==> src/rtl/branch_predict_unit.sv <==
// branch_predict_unit
//   Fetch-side branch prediction plus resolve-side branch/jump evaluation.
//   A table of BHT_DEPTH 2-bit saturating counters, indexed by PC word
//   address, supplies the fetch prediction. The resolve stage decodes the
//   opcode, evaluates the condition flags, computes the target and registers
//   the result one cycle later.
//
//   Optional feature (compile-time macro RAS_EN): a circular return-address
//   stack of RAS_DEPTH entries. JAL/JALR push pc+4 and JR pops. When RAS_EN
//   is undefined, no stack storage exists and the RAS outputs are constant 0.
//
// Parameters
//   BHT_DEPTH  number of 2-bit counters (power of 2, >= 4)
//   RAS_DEPTH  return-address-stack entries (power of 2, >= 2)
//
// Ports
//   clk, rst_n      clock, asynchronous active-low reset
//   f_pc            fetch PC for prediction lookup
//   f_pred_taken    combinational prediction (counter MSB)
//   f_ras_target    top-of-stack return address (0 when empty)
//   f_ras_valid     stack non-empty
//   r_valid         resolve request
//   r_instr         instruction being resolved (opcode in [31:26])
//   r_pc            PC of the resolved instruction
//   r_reg_read      register operand for JR/JALR
//   r_immediate     sign-extended offset
//   r_N, r_Z        condition flags
//   r_pred_taken    prediction made at fetch for this instruction
//   o_valid, o_take_branch, o_mispredict, o_target  registered results

module branch_predict_unit #(
  parameter int unsigned BHT_DEPTH = 64,
  parameter int unsigned RAS_DEPTH = 4
) (
  input  logic        clk,
  input  logic        rst_n,
  input  logic [31:0] f_pc,
  output logic        f_pred_taken,
  output logic [31:0] f_ras_target,
  output logic        f_ras_valid,
  input  logic        r_valid,
  input  logic [31:0] r_instr,
  input  logic [31:0] r_pc,
  input  logic [31:0] r_reg_read,
  input  logic [31:0] r_immediate,
  input  logic        r_N,
  input  logic        r_Z,
  input  logic        r_pred_taken,
  output logic        o_valid,
  output logic        o_take_branch,
  output logic        o_mispredict,
  output logic [31:0] o_target
);

  localparam int unsigned IDX_W  = $clog2(BHT_DEPTH);
  localparam int unsigned RAS_AW = $clog2(RAS_DEPTH);

  typedef enum logic [3:0] {
    K_NONE,
    K_BEQZ,
    K_BNEZ,
    K_BLTZ,
    K_BGEZ,
    K_J,
    K_JR,
    K_JAL,
    K_JALR
  } op_kind_e;

  op_kind_e          kind;
  logic              is_cond;
  logic              is_jump;
  logic              take;
  logic [31:0]       target;
  logic [31:0]       pc_plus4;

  logic [1:0]        bht [BHT_DEPTH];
  logic [IDX_W-1:0]  f_idx;
  logic [IDX_W-1:0]  r_idx;
  logic [1:0]        cnt_cur;
  logic [1:0]        cnt_next;

  logic              unused_bits;

  assign unused_bits = ^{r_instr[25:0], f_pc[31:IDX_W+2], f_pc[1:0]};

  assign pc_plus4 = r_pc + 32'd4;
  assign f_idx    = f_pc[IDX_W+1:2];
  assign r_idx    = r_pc[IDX_W+1:2];

  // ---------------------------------------------------------------- decode
  always_comb begin
    kind = K_NONE;
    case (r_instr[31:26])
      6'b001100: kind = K_BEQZ;
      6'b001101: kind = K_BNEZ;
      6'b001110: kind = K_BLTZ;
      6'b001111: kind = K_BGEZ;
      6'b000100: kind = K_J;
      6'b000101: kind = K_JR;
      6'b000110: kind = K_JAL;
      6'b000111: kind = K_JALR;
      default:   kind = K_NONE;
    endcase
  end

  // -------------------------------------------------- condition and target
  always_comb begin
    is_cond = 1'b0;
    is_jump = 1'b0;
    take    = 1'b0;
    target  = '0;
    case (kind)
      K_BEQZ: begin
        is_cond = 1'b1;
        take    = r_Z;
        target  = pc_plus4 + r_immediate;
      end
      K_BNEZ: begin
        is_cond = 1'b1;
        take    = ~r_Z;
        target  = pc_plus4 + r_immediate;
      end
      K_BLTZ: begin
        is_cond = 1'b1;
        take    = r_N;
        target  = pc_plus4 + r_immediate;
      end
      K_BGEZ: begin
        is_cond = 1'b1;
        take    = ~r_N | r_Z;
        target  = pc_plus4 + r_immediate;
      end
      K_J, K_JAL: begin
        is_jump = 1'b1;
        take    = 1'b1;
        target  = pc_plus4 + r_immediate;
      end
      K_JR, K_JALR: begin
        is_jump = 1'b1;
        take    = 1'b1;
        target  = r_reg_read + r_immediate;
      end
      default: begin
        is_cond = 1'b0;
        is_jump = 1'b0;
        take    = 1'b0;
        target  = '0;
      end
    endcase
  end

  // ------------------------------------------------------ resolve outputs
  always_ff @(posedge clk or negedge rst_n) begin
    if (!rst_n) begin
      o_valid       <= 1'b0;
      o_take_branch <= 1'b0;
      o_mispredict  <= 1'b0;
      o_target      <= '0;
    end else begin
      o_valid <= r_valid;
      if (r_valid) begin
        o_take_branch <= take;
        o_mispredict  <= (is_cond | is_jump) & (take ^ r_pred_taken);
        o_target      <= target;
      end else begin
        o_take_branch <= 1'b0;
        o_mispredict  <= 1'b0;
        o_target      <= '0;
      end
    end
  end

  // ------------------------------------------------------- history table
  assign cnt_cur = bht[r_idx];

  always_comb begin
    cnt_next = cnt_cur;
    if (take && cnt_cur != 2'b11) begin
      cnt_next = cnt_cur + 2'b01;
    end else if (!take && cnt_cur != 2'b00) begin
      cnt_next = cnt_cur - 2'b01;
    end
  end

  always_ff @(posedge clk or negedge rst_n) begin
    if (!rst_n) begin
      for (int unsigned i = 0; i < BHT_DEPTH; i++) begin
        bht[IDX_W'(i)] <= 2'b01;
      end
    end else if (r_valid && is_cond) begin
      bht[r_idx] <= cnt_next;
    end
  end

  // Array read is combinational and the write lands on the edge, so a
  // same-cycle read of the index being updated sees the old counter.
  assign f_pred_taken = bht[f_idx][1];

  // ------------------------------------------------ return-address stack
`ifdef RAS_EN
  localparam logic [RAS_AW:0] RAS_FULL = (RAS_AW+1)'(RAS_DEPTH);

  logic [31:0]       ras_mem [RAS_DEPTH];
  logic [RAS_AW-1:0] ras_ptr;   // next slot to write; top is ras_ptr-1
  logic [RAS_AW:0]   ras_cnt;
  logic              ras_push;
  logic              ras_pop;

  assign ras_push = r_valid & ((kind == K_JAL) | (kind == K_JALR));
  assign ras_pop  = r_valid & (kind == K_JR);

  // Pushing when full keeps writing circularly over the oldest entry while
  // the count stays pinned, so the newest RAS_DEPTH entries survive.
  always_ff @(posedge clk or negedge rst_n) begin
    if (!rst_n) begin
      for (int unsigned i = 0; i < RAS_DEPTH; i++) begin
        ras_mem[RAS_AW'(i)] <= '0;
      end
      ras_ptr <= '0;
      ras_cnt <= '0;
    end else if (ras_push) begin
      ras_mem[ras_ptr] <= pc_plus4;
      ras_ptr          <= ras_ptr + RAS_AW'(1);
      if (ras_cnt != RAS_FULL) begin
        ras_cnt <= ras_cnt + (RAS_AW+1)'(1);
      end
    end else if (ras_pop && ras_cnt != '0) begin
      ras_ptr <= ras_ptr - RAS_AW'(1);
      ras_cnt <= ras_cnt - (RAS_AW+1)'(1);
    end
  end

  assign f_ras_valid  = (ras_cnt != '0);
  assign f_ras_target = f_ras_valid ? ras_mem[ras_ptr - RAS_AW'(1)] : '0;
`else
  logic [RAS_AW:0] unused_ras_cfg;

  assign unused_ras_cfg = '0;
  assign f_ras_valid    = 1'b0;
  assign f_ras_target   = '0;
`endif

endmodule

==> config.mk <==
export PLATFORM = sky130hd
export DESIGN_NAME = branch_predict_unit
export DESIGN_NICKNAME = d
export VERILOG_FILES = /design/src/rtl/branch_predict_unit.sv
export SDC_FILE = /design/constraint.sdc
export NUM_CORES = 1
export LEC_CHECK = 0
export CAP_MARGIN = 20
export CORE_MARGIN = 1.5
export CORE_UTILIZATION = 25
export DETAILED_ROUTE_END_ITERATION = 12
export PLACE_DENSITY_LB_ADDON = 0.05
export SETUP_SLACK_MARGIN = 0.15
export SYNTH_ARGS = -nofsm -noshare
export SYNTH_HDL_FRONTEND = slang
export SYNTH_SLANG_ARGS = --single-unit
==> constraint.sdc <==
create_clock -name clk -period 4.33 [get_ports clk]
set_input_delay 0.866 -clock clk [delete_from_list [all_inputs] [get_ports clk]]
set_output_delay 0.866 -clock clk [all_outputs]
set_load 0.005 [all_outputs]
==> run_results.csv <==
group,metric,value,unit
worst_setup_path,critPathMaxStageDelay,0.53,ns
route,routed_wl,41.52,mm
timing,period_needed,4.043,ns
global_route,grt_antenna_before_repair,0,
yosys,synth-seq-area-share,34.26,%
job,cap_violations,0,
finish,antenna_cells,0,
yosys,synth-edff-count,0,
timing,final_hold_viol_count,0,
finish,post-route-util,32.60,%
timing,min_period_over_period,93.37,%
route,postRouteAntennaNets,0,
yosys,yosysWarnings,0,
pwr,irDropWorstVdd,0.3182,mV
clock_tree,cts-root-buf,"clkbuf_16",
yosys,syn_inst,1147,
global_route,grt_pass1_vias,10430,
status,status,"finished, final reports clean",
worst_setup_path,crit_path_top_delay_cell,"mux4_2",
placed_design,io_buffers,149,
global_route,grt.total_usage,17.18,%
route,vias,9712,
finish,fin_cells,2004,
clock_tree,cts.sinks,163,
timing,finalMaxSlewViolations,0,
worst_setup_path,endpoint_kind,"output port",
route,dr.pass1.iters,5,
clock_tree,clock_latency,0.48,ns
worst_setup_path,worstSetupPathType,"input port to output port",
timing,fin_tns_setup,0,ns
die,die_w,223.4,um
clock_tree,clockBufferDepth,2,
placed_design,place_ws,-0.3611,ns
yosys,synthTopCellsByArea,"dfrtp_1, dfstp_2, mux2_2",
timing,max_freq,247.4,MHz
timing,setup_ws,0.2872,ns
clock_tree,path_clk_slew,0.07,ns
yosys,ys_seq_elements,163,
worst_setup_path,path_buf_inv,3,
timing,rsz0062_at_grt,"false",
worst_setup_path,cp_common_cell,"mux4_2",
clock_tree,cts_tree,"built",
clock_tree,post_cts_buffers,0,
route,wl_per_cell,20.72,um
clock_tree,h-tree-depth,4,
die,initial_core_util,25.37,%
yosys,yosysMostFrequentCell,"mux2_2",
die,die_y,223.4,um
timing,finalSetupViolations,0,
yosys,yosysTopAreaCellShare,20.41,%
yosys,syn_area,12140,um2
clock_tree,numCtsBuffers,17,
yosys,synth_common_cells,"mux2_2, nor2_1, dfrtp_1",
route,drc_errors,0,
global_route,grt_overflow_total,0,
worst_setup_path,worstPathMaxFanout,8,
finish,nets,1640,
pwr,powerDensity,283.6,nW/um2
yosys,synth_area_leader_cell,"dfrtp_1",
worst_setup_path,crit_required,3.46,ns
yosys,post_synth_num_cell_types,81,
worst_setup_path,critical-path-top-delay-family,"multiplexers",
yosys,synth_area_per_cell,10.58,um2
worst_setup_path,path_cells,"clkdlybuf4s15_2 > bufbuf_16 > mux4_2 > mux4_2 > mux4_2 > dlygate4sd2_1",
timing,relSlewSlack,50.44,%
die,io_pins,235,
global_route,grt_pass1_wl,64.16,mm
finish,drive_gt1_share,27.79,%
die,coreArea,47850,um2
timing,tightestPinTransition,0.7435,ns
finish,fill_cells,4938,
global_route,grt_max_degree,72,
clock_tree,hold_buffers,0,
placed_design,place_congestion,0.8322,
die,core.rowCount,80,
placed_design,numPlacedInstances,1970,
yosys,synth_flop_cell,"dfrtp_1",
route,drtIter0Drc,433,
die,dieArea,49890,um2
route,viasPerCell,4.846,
worst_setup_path,arrival,3.18,ns
pwr,total_leakage_power,6.885,nW
placed_design,post-dp-hpwl,31.95,mm
finish,syn_to_final_growth,28.47,%
yosys,synth-async-reset-ratio,100.0,%
timing,skew,0.009151,ns
worst_hold_path,hp-class,"input port to asynchronous set/reset pin",
worst_setup_path,cp-start-kind,"input port",
final timing paths:
kind / from / end / slack [ns] / depth (start not counted)
max in group asynchronous: rst_n / bht[46]$_DFFE_PN1P_ / 3.04 / 2
min: rst_n / o_target[2]$_DFF_PN0_ / 0.41 / 1
min in group clk: bht[59]$_DFFE_PN0P_ / bht[59]$_DFFE_PN0P_ / 0.52 / 1
max: f_pc[2] / f_pred_taken / 0.29 / 6
max reg2reg: bht[25]$_DFFE_PN0P_ / bht[21]$_DFFE_PN0P_ / 0.88 / 12
min reg2reg: bht[59]$_DFFE_PN0P_ / bht[59]$_DFFE_PN0P_ / 0.52 / 1
layout make-up:
type | count | area (um2) | share of cell area [%]
multi-input cells | 913 | 7477 | 47.94
flip-flops and latches | 163 | 4159 | 26.67
repair buffers | 259 | 2485 | 15.93
well taps | 615 | 769.5 | 4.934
clock buffers | 21 | 470.5 | 3.016
clock inverters | 11 | 152.6 | 0.9787
inverters | 22 | 82.58 | 0.5295
cell usage in the layout (no fill, tap or decap), types with 5 or more instances in the layout:
master,n
clkdlybuf4s50_1,142
o21ai_0,34
o31ai_1,5
a221oi_1,12
clkbuf_16,17
nand2_1,64
mux4_2,24
o211ai_1,11
nor2_1,115
dfstp_2,64
mux2i_1,14
and3_1,9
nor2b_1,11
buf_12,10
xor2_1,21
a22oi_1,18
mux2_2,130
ha_1,96
conb_1,33
or3_1,6
buf_4,98
nand3_1,15
o22ai_1,21
a21o_1,22
nand2b_1,9
o21bai_1,6
nor3_1,12
dfrtp_1,99
o21a_1,6
inv_1,21
a21oi_1,69
xnor2_1,36
mux4_1,11
a211oi_1,8
a31oi_1,7
and2_1,10
report_power, final:
| part | total (mW) | internal (mW) | leakage, nW | switching [mW] |
|---|---|---|---|---|
| Clock | 1.67 | 0.955 | 0.296 | 0.717 |
| Sequential | 1.57 | 1.55 | 2.04 | 0.0127 |
| Combinational | 1.18 | 0.548 | 4.55 | 0.637 |
state kept, by name, indices dropped and copies added, names as in the netlist:
register,count
bht,128
o_target,32
o_mispredict,1
o_take_branch,1
o_valid,1
metrics by stage:
step                instance area [um2]  power [mW]  hold slack [ns]
floorplan                         12260       2.302           0.4881
global placement                  14880       2.783           0.5109
detailed placement                14880       2.770           0.5083
CTS                               15570       4.505           0.4092
global route                      15600       4.673           0.4458
finish                            15600       4.423           0.4100
repair_timing:
action | 4_1_cts | 5_1_grt
gates cloned | 2 | 0
gates resized for setup | 6 | 7
setup endpoints to repair | 2 | 71
worst reg2reg max path, delay by kind of cell, from the launching register on:
| family | cells | cell delay [ns] |
|---|---|---|
| AOI/OAI and AO/OA | 4 | 0.64 |
| adders and majority gates | 1 | 0.23 |
| buffers and inverters | 2 | 0.26 |
| DFF | 1 | 0.39 |
| muxes | 3 | 1.09 |
| and+or+nand+nor | 2 | 0.72 |
cell families (layout without fill, tap and decap cells):
logic type      count (synthesis)  in the layout  share of synthesized area (%)
simple gates                  280            280                          10.86
compound gates                258            258                          14.12
mux                           186            186                          20.83
flops                         163            163                          34.26
buf+inv                       103            313                          5.338
fa+ha+maj                      98             98                          10.22
xor+xnor                       58             58                          4.339
other cells                     1             33                        0.03089
layer usage:
metal,global-route usage [%],wire (um),up-vias
met3,2.687,1269,41
met5,0,0,-
met2,28.10,19620,178
met4,5.471,758,0
met1,23.17,19880,4825
li1,-,-,4668
Note: power is estimated with default switching activity, not from simulation.
